===== src/rtl/fpsu_alt_feed.sv =====
// Alternate-operand feed queue for the FPU: a small FIFO whose head entry is
// presented on registered outputs, with a sticky underflow flag.
module fpsu_alt_feed #(
    parameter int WIDTH = 68,
    parameter int DEPTH = 4
) (
    input  logic                     clk,
    input  logic                     rst,
    input  logic                     in_valid,
    input  logic [WIDTH-1:0]         in_data,
    input  logic                     in_pair,
    output logic                     in_ready,
    input  logic                     alt_req,
    input  logic                     flush,
    output logic [WIDTH-1:0]         ALTDATA0,
    output logic [1:0]               ALT_INP,
    output logic [$clog2(DEPTH):0]   count,
    output logic                     err_underflow
);

    localparam int AW = $clog2(DEPTH);
    localparam logic [AW:0] FULL = (AW+1)'(DEPTH);

    logic [WIDTH-1:0] data_mem [DEPTH];
    logic [DEPTH-1:0] pair_mem;
    logic [AW-1:0]    wr_ptr;
    logic [AW-1:0]    rd_ptr;
    logic [AW-1:0]    rd_next;
    logic [AW:0]      count_next;
    logic             push;
    logic             pop;
    logic             bypass;

    assign in_ready = (count != FULL);
    assign push     = in_valid && in_ready;
    assign pop      = alt_req && (count != '0);

    // The head registers are loaded from the post-update state; when the queue
    // drains to empty in the same cycle a word arrives, that word goes straight
    // to the head since it is not yet in storage.
    always_comb begin
        rd_next    = rd_ptr + AW'(pop);
        count_next = count + (AW+1)'(push) - (AW+1)'(pop);
        bypass     = push && (count == (AW+1)'(pop));
    end

    always_ff @(posedge clk or negedge rst) begin
        if (!rst) begin
            wr_ptr   <= '0;
            rd_ptr   <= '0;
            count    <= '0;
            ALT_INP  <= 2'b00;
            ALTDATA0 <= '0;
        end else if (flush) begin
            wr_ptr  <= '0;
            rd_ptr  <= '0;
            count   <= '0;
            ALT_INP <= 2'b00;
        end else begin
            if (push) begin
                wr_ptr <= wr_ptr + AW'(1);
            end
            rd_ptr <= rd_next;
            count  <= count_next;
            if (count_next == '0) begin
                ALT_INP <= 2'b00;
            end else if (bypass) begin
                ALT_INP  <= {in_pair, 1'b1};
                ALTDATA0 <= in_data;
            end else begin
                ALT_INP  <= {pair_mem[rd_next], 1'b1};
                ALTDATA0 <= data_mem[rd_next];
            end
        end
    end

    // Sticky: survives flush, only reset clears it.
    always_ff @(posedge clk or negedge rst) begin
        if (!rst) begin
            err_underflow <= 1'b0;
        end else if (alt_req && (count == '0)) begin
            err_underflow <= 1'b1;
        end
    end

    always_ff @(posedge clk) begin
        if (push && !flush) begin
            data_mem[wr_ptr] <= in_data;
            pair_mem[wr_ptr] <= in_pair;
        end
    end

endmodule


===== config.mk =====
export PLATFORM = sky130hd
export DESIGN_NAME = fpsu_alt_feed
export DESIGN_NICKNAME = d
export VERILOG_FILES = /design/src/rtl/fpsu_alt_feed.sv
export SDC_FILE = /design/constraint.sdc
export NUM_CORES = 1
export LEC_CHECK = 0
export BUFFER_PORTS_ARGS = -buffer_cell sky130_fd_sc_hd__buf_2
export CORE_ASPECT_RATIO = 0.6
export CORE_MARGIN = 3
export CORE_UTILIZATION = 45
export CTS_CLUSTER_SIZE = 30
export DETAILED_ROUTE_END_ITERATION = 8
export PLACE_DENSITY = 0.74
export SYNTH_ARGS = -nofsm -noshare
export SYNTH_HDL_FRONTEND = slang
export SYNTH_SLANG_ARGS = --single-unit

===== constraint.sdc =====
create_clock -name clk -period 7 [get_ports clk]
set_input_delay 1.4 -clock clk [delete_from_list [all_inputs] [get_ports clk]]
set_output_delay 1.4 -clock clk [all_outputs]
set_load 0.01 [all_outputs]

**Word level (Yosys, flattened, before mapping)**

Memory sizes are Yosys's and may differ from the RTL's.
Index checks and enable logic that the tools add are counted.

- Add/subtract/negate cells: 4
- Equal/unequal tests: 2
- Mux-type cells: 15
- Bitwise logic cells: 2
- $lt $le $gt $ge: 3
- Reduce and logical (&&, ||, !) cells: 12

Operators by type and width:

| operator | number |
|---|---|
| 68-bit 2-to-1 mux | 1 |
| 2-bit 2-to-1 mux | 6 |
| 1-bit logical AND | 6 |
| 3-bit logical NOT | 2 |
| 2-bit by 3-bit less-than comparator with 1-bit output (second input constant) | 2 |
| 4-bit bitwise mux | 1 |
| 1-bit 2-to-1 mux | 4 |
| 3-bit by 1-bit adder with 3-bit output | 1 |
| 3-bit by 1-bit == test with 1-bit output | 1 |
| 3-bit 2-to-1 mux | 1 |
| 3-bit != test (second input constant) | 1 |
| 3-bit nonzero test | 1 |
| 3-bit by 1-bit subtractor with 3-bit output | 1 |
| 2-bit by 1-bit adder with 2-bit output | 1 |
| 2-bit by 1-bit adder with 2-bit output (second input constant) | 1 |
| 1-bit binary-select mux with 2-bit select | 1 |
| 1-bit demux with 2-bit select | 1 |
| 2-bit by 1-bit >= comparator with 1-bit output (second input constant) | 1 |
| 1-bit inverter | 2 |
| 2-bit AND reduction | 1 |
| 2-bit nonzero test | 1 |
| 1-bit logical NOT | 1 |

- Flip-flop bits (word level): 82
- Input port bits: 74
- Word-level logic and storage cells: 46
- Bits in writable memories: 272
- Output and inout port bits: 75
- Memories kept: 1

Memory list:

| memory | words | bits a word | rd ports | clocked after memory_dff | write ports | RTL line | text |
|---|---|---|---|---|---|---|---|
| data_mem | 4 | 68 | 1 | 0 | 1 | 24 | `logic [WIDTH-1:0] data_mem [DEPTH];` |

**Longest topological paths before layout**

- Depth after elaboration: 8
- Gate-level depth with buffers: 14
- Depth with buffers taken out: 12

**Worst setup path after synthesis**

OpenSTA, ideal clock, no wires.

- Path kind: input to register
- From: input flush
- To: memory data_mem[0][0], enable pin
- Data required time: 6565 ps
- Stages on the path: 3
- Arrival time: 3387 ps
- Path buffers: 1
- Path slack: 3179 ps
- Setup time: 435 ps
- Cell sequence: clkbuf_1 -> nor2_1 -> and2_1

- Cells in the longest elaborated chain, start to end: 4

Ends and longest elaborated chain:

| what | RTL line | text |
|---|---|---|
| start, declared | 14 | `input logic flush,` |
| 1-bit logical NOT | 87 | `if (push && !flush) begin` |
| 1-bit logical AND | 87 |  |
| 1-bit 2-to-1 mux | 87 |  |
| 1-bit 2-to-1 mux (implied by the code) | 88 | `data_mem[wr_ptr] <= in_data;` |
| end, declared | 24 |  |

Every way passes these cells.

**Worst setup path in the final report**

- From: input alt_req
- To: register ALT_INP[1]

- Cells in the longest elaborated chain, start to end: 7
- Elaborated cells on any way between the ends: 11
- Those cells by class: add/sub: 2; eq/ne: 1; mux: 5; reduce/logical: 3

Ends and longest elaborated chain:

| what | RTL line | text |
|---|---|---|
| start, declared | 13 | `input logic alt_req,` |
| 1-bit logical AND * | 36 | `assign pop = alt_req && (count != '0);` |
| 2-bit by 1-bit adder with 2-bit output | 42 | `rd_next = rd_ptr + AW'(pop);` |
| 1-bit binary-select mux with 2-bit select | 71 | `ALT_INP <= {pair_mem[rd_next], 1'b1};` |
| 1-bit 2-to-1 mux (implied by the code) | 71 |  |
| 2-bit 2-to-1 mux | 67 | `end else if (bypass) begin` |
| 2-bit 2-to-1 mux * | 65 | `if (count_next == '0) begin` |
| 2-bit 2-to-1 mux * | 54 | `end else if (flush) begin` |
| end signal, assigned | 68 | `ALT_INP <= {in_pair, 1'b1};` |
| end signal, assigned | 71 |  |
| end, declared | 16 | `output logic [1:0] ALT_INP,` |

Mark *: on every way between the ends. The rest lies on a longest branch, timed or not. The select of a mux whose other input is x is not followed.
A chain may end at the register's enable or synchronous reset.

==> flow_summary_export.csv <==
group,metric,value,unit
power_and_ir_drop,swShare,33.5,%
power_and_ir_drop,p_sw,2.23,mW
synth,ys_top_cells_by_count,"276 x edfxtp_1, 78 x dfrtp_1, 76 x nor2_1",
floorplan,core_area,0.0301,mm²
run_status,outcome,"finished clean",
placed_design,port_buffers,148,
synth,yosys.area_share.simple,4.49,%
placed_design,preCtsSetupSlack,2.56,ns
critical_path,rrSetupSlack,3.28,ns
synth,synth_area_leader_cell,"edfxtp_1",
finish,multi_input_area,0.00332,mm²
sta,setup_violations,0,
synth,synth_top_area_share,59.9,%
sta,rsz0062_at_grt,"no",
placed_design,hpwl,16800,µm
synth,synth_mux_area_share,5.21,%
critical_path,crit_path_end,"ALT_INP[1]$_DFF_PN0_",
finish,filler_cell_count,2392,
synth,synthAdderAreaFrac,0.596,%
placed_design,place_congestion,0.769,
sta,timing.setup.tns,0,ns
critical_path,path_class,"input port to flop",
clock_network,ctsResizeCount,0,
finish,drive_gt1_share,21.9,%
power_and_ir_drop,comb_power_share,32.5,%
synth,synthesis.area,0.0138,mm²
drt,wl,30400,µm
synth,synth_xor_area_share,0.488,%
finish,syn2layout_area_growth,15.4,%
synth,ys_seq_area_share,74.0,%
critical_path,critPathLaunchType,"input port",
global_route,grt_pass1_wl,46800,µm
run,drv_cap,0,
finish,regArea,0.0102,mm²
critical_path,ff2ff_path_depth,13,
clock_network,cts_buffers,31,
power_and_ir_drop,p_seq_share,42.2,%
critical_path,crit_path_start,"alt_req",
floorplan,io_pins,149,
sta,max_freq,256,MHz
power_and_ir_drop,power,6.66,mW
floorplan,fp.dieArea,0.0330,mm²
clock_network,clkTransAtPathRegs,0.06,ns
min_path,min_path_type,"flop to flop",
clock_network,clock_latency,0.55,ns
sta,setup_slack,3.09,ns
critical_path,path_max_fanout,87,
drt,vias,8064,
synth,synth_area_per_cell,15.5,µm²
drt,first_pass_iters,6,
synth,synth_flop_cell,"edfxtp_1",
power_and_ir_drop,leakagePower,5.65,nW
sta,clock_skew,0.0134,ns
synth,syn_nets,971,
critical_path,cp.required,7.45,ns
clock_network,cts_tree,"built",
synth,yosysUniqueCellTypes,32,
sta,hold_viol,0,
critical_path,r2r-start,"count[1]$_DFF_PN0_",
global_route,antenna_found_initial,4,
clock_network,post-cts-setup-buffer-count,0,
global_route,overflow,0,
clock_network,htree_num_levels,1,
critical_path,timing.rr.end,"ALT_INP[1]$_DFF_PN0_",
floorplan,die_y,142,µm
synth,synth_edf_count,276,
critical_path,crit_path_end_kind,"flop",
sta,worst_slew_pin_slew,1.10,ns
finish,utilization,53.1,%
synth,syn_inst,891,
synth,ys_seq_elements,354,
global_route,grt_max_degree,88,
global_route,grt_usage,18.3,%
synth,synth_top_family_by_area,"compound AO/OA/AOI/OAI gates",
sta,relSlewSlack,26.5,%
synth,synth_async_sr_flop_share,22.0,%
drt,ant_nets,0,
power_and_ir_drop,power_density,417,mW/mm²
drt,drc,0,
global_route,grt_pass1_vias,7839,
synth,yosysWarnings,0,
power_and_ir_drop,vdd_ir_drop_max,301,µV
sta,finalMaxSlewViolations,0,
sta,finalCritPeriodShare,55.8,%
clock_network,holdBufCountCts,0,
synth,synth-compound-area-share,12.7,%
clock_network,cts_buffer_depth,3,
floorplan,start_util,46.0,%
drt,drt_iter0_drc,608,
sta,min_period,3.91,ns
drt,via_per_inst,5.56,
floorplan,num_rows,49,
power_and_ir_drop,p_int,4.43,mW
synth,synth_area_leaders,"edfxtp_1 60%, dfrtp_1 14%, mux2i_1 5.2%",
synth,yosysMostFrequentCell,"edfxtp_1",
drt,wl_per_cell,20.9,µm
power_and_ir_drop,pwr-share-clk,25.3,%
finish,nNetsFinal,1097,
clock_network,cts_sinks,354,
floorplan,die_w,232,µm
clock_network,ctsRootBufferMaster,"clkbuf_16",
critical_path,cp.arrival,4.36,ns
==> placed cells by master (no fill, tap or decap), drive strengths merged <==
cell type	n
nor2b	3
ha	5
dfrtp	78
xnor2	5
clkinv	8
bufinv	2
a21oi	3
edfxtp	276
diode	2
nand3	2
o21ai	2
o31ai	4
nor2	76
or2	1
inv	7
a211o	68
a221oi	68
fa	1
and2	4
buf	163
or3	1
clkbuf	47
nand2	72
a2111oi	1
o311ai	1
xor2	1
o31a	1
a31oi	69
mux2i	72
==> layout make-up <==
type | instances | share of cell area (%)
antenna | 2 | 0.0313
clock buffer | 47 | 5.73
clock inverter | 10 | 0.611
inverter | 7 | 0.164
multi-input combinational | 460 | 20.8
sequential | 354 | 64.1
tap | 408 | 3.19
timing repair buffer | 163 | 5.36
==> worst max-delay path, cell delays in order <==
cell and delay [ns]:
buf_2 0.13, inv_1 0.16, o31ai_1 0.11, a21oi_1 0.14, ha_1 0.17, inv_1 0.05
fa_1 0.39, xor2_1 0.16, xnor2_1 0.20, a31oi_4 0.22, buf_4 0.70, o21ai_0 0.20
o31ai_1 0.22
==> metrics by stage <==
stage          hold slack, ns  instance area (µm²)  instances
2_1_floorplan           0.503                13800        891
3_3_place_gp            0.467                15000       1392
3_5_place_dp            0.466                15000       1392
4_1_cts                 0.481                16000       1449
5_1_grt                 0.558                16000       1451
6_report                0.478                16000       1451
==> layer usage <==
metal  global-route usage [%]  wire [µm]  share of wire, %  vias up
li1                         -          -                 -     3749
met1                     26.9      14100                46     4055
met2                     28.9      14200                47      220
met3                     3.49       1730               5.7       36
met4                     3.42        395               1.3        4
met5                        0         23             0.076        -
==> worst min path at each step <==
| stage | startpoint | to | slack, ns | depth (start not counted) |
|---|---|---|---|---|
| after floorplan | err_underflow$_DFFE_PN0P_ | err_underflow$_DFFE_PN0P_ | 0.50 | 2 |
| after global placement | err_underflow$_DFFE_PN0P_ | err_underflow$_DFFE_PN0P_ | 0.47 | 2 |
| after detailed placement | err_underflow$_DFFE_PN0P_ | err_underflow$_DFFE_PN0P_ | 0.47 | 2 |
| after CTS | err_underflow$_DFFE_PN0P_ | err_underflow$_DFFE_PN0P_ | 0.48 | 2 |
| after global routing | err_underflow$_DFFE_PN0P_ | err_underflow$_DFFE_PN0P_ | 0.56 | 2 |
| final | err_underflow$_DFFE_PN0P_ | err_underflow$_DFFE_PN0P_ | 0.48 | 2 |
==> state kept, by name (all words and copies together), names as in the netlist <==
| signal | cells |
|---|---|
| data_mem | 272 |
| count | 3 |
| pair_mem | 4 |
| ALT_INP | 2 |
| rd_ptr | 2 |
| wr_ptr | 2 |
| ALTDATA0 | 68 |
| err_underflow | 1 |
==> power groups by stage <==
| stage | sequential, mW | combinational (mW) | clock, mW |
|---|---|---|---|
| final | 2.81 | 2.16 | 1.69 |
| after global routing | 2.84 | 2.39 | 1.82 |
| after CTS | 2.81 | 2.20 | 1.73 |
| after detailed placement | 2.85 | 2.20 | 0 |
| after global placement | 2.84 | 2.14 | 0 |
| after floorplan | 2.88 | 1.46 | 0 |
==> logic make-up (layout without fill, tap and decap cells) <==
logic type      count (synthesis)  count (layout)
compound gates                217             217
other cells                     0               2
xor+xnor                        6               6
simple gates                  159             159
buf+inv                        77             227
flops                         354             354
mux                            72              72
fa+ha+maj                       6               6
Note: power is estimated with default switching activity, not from simulation.
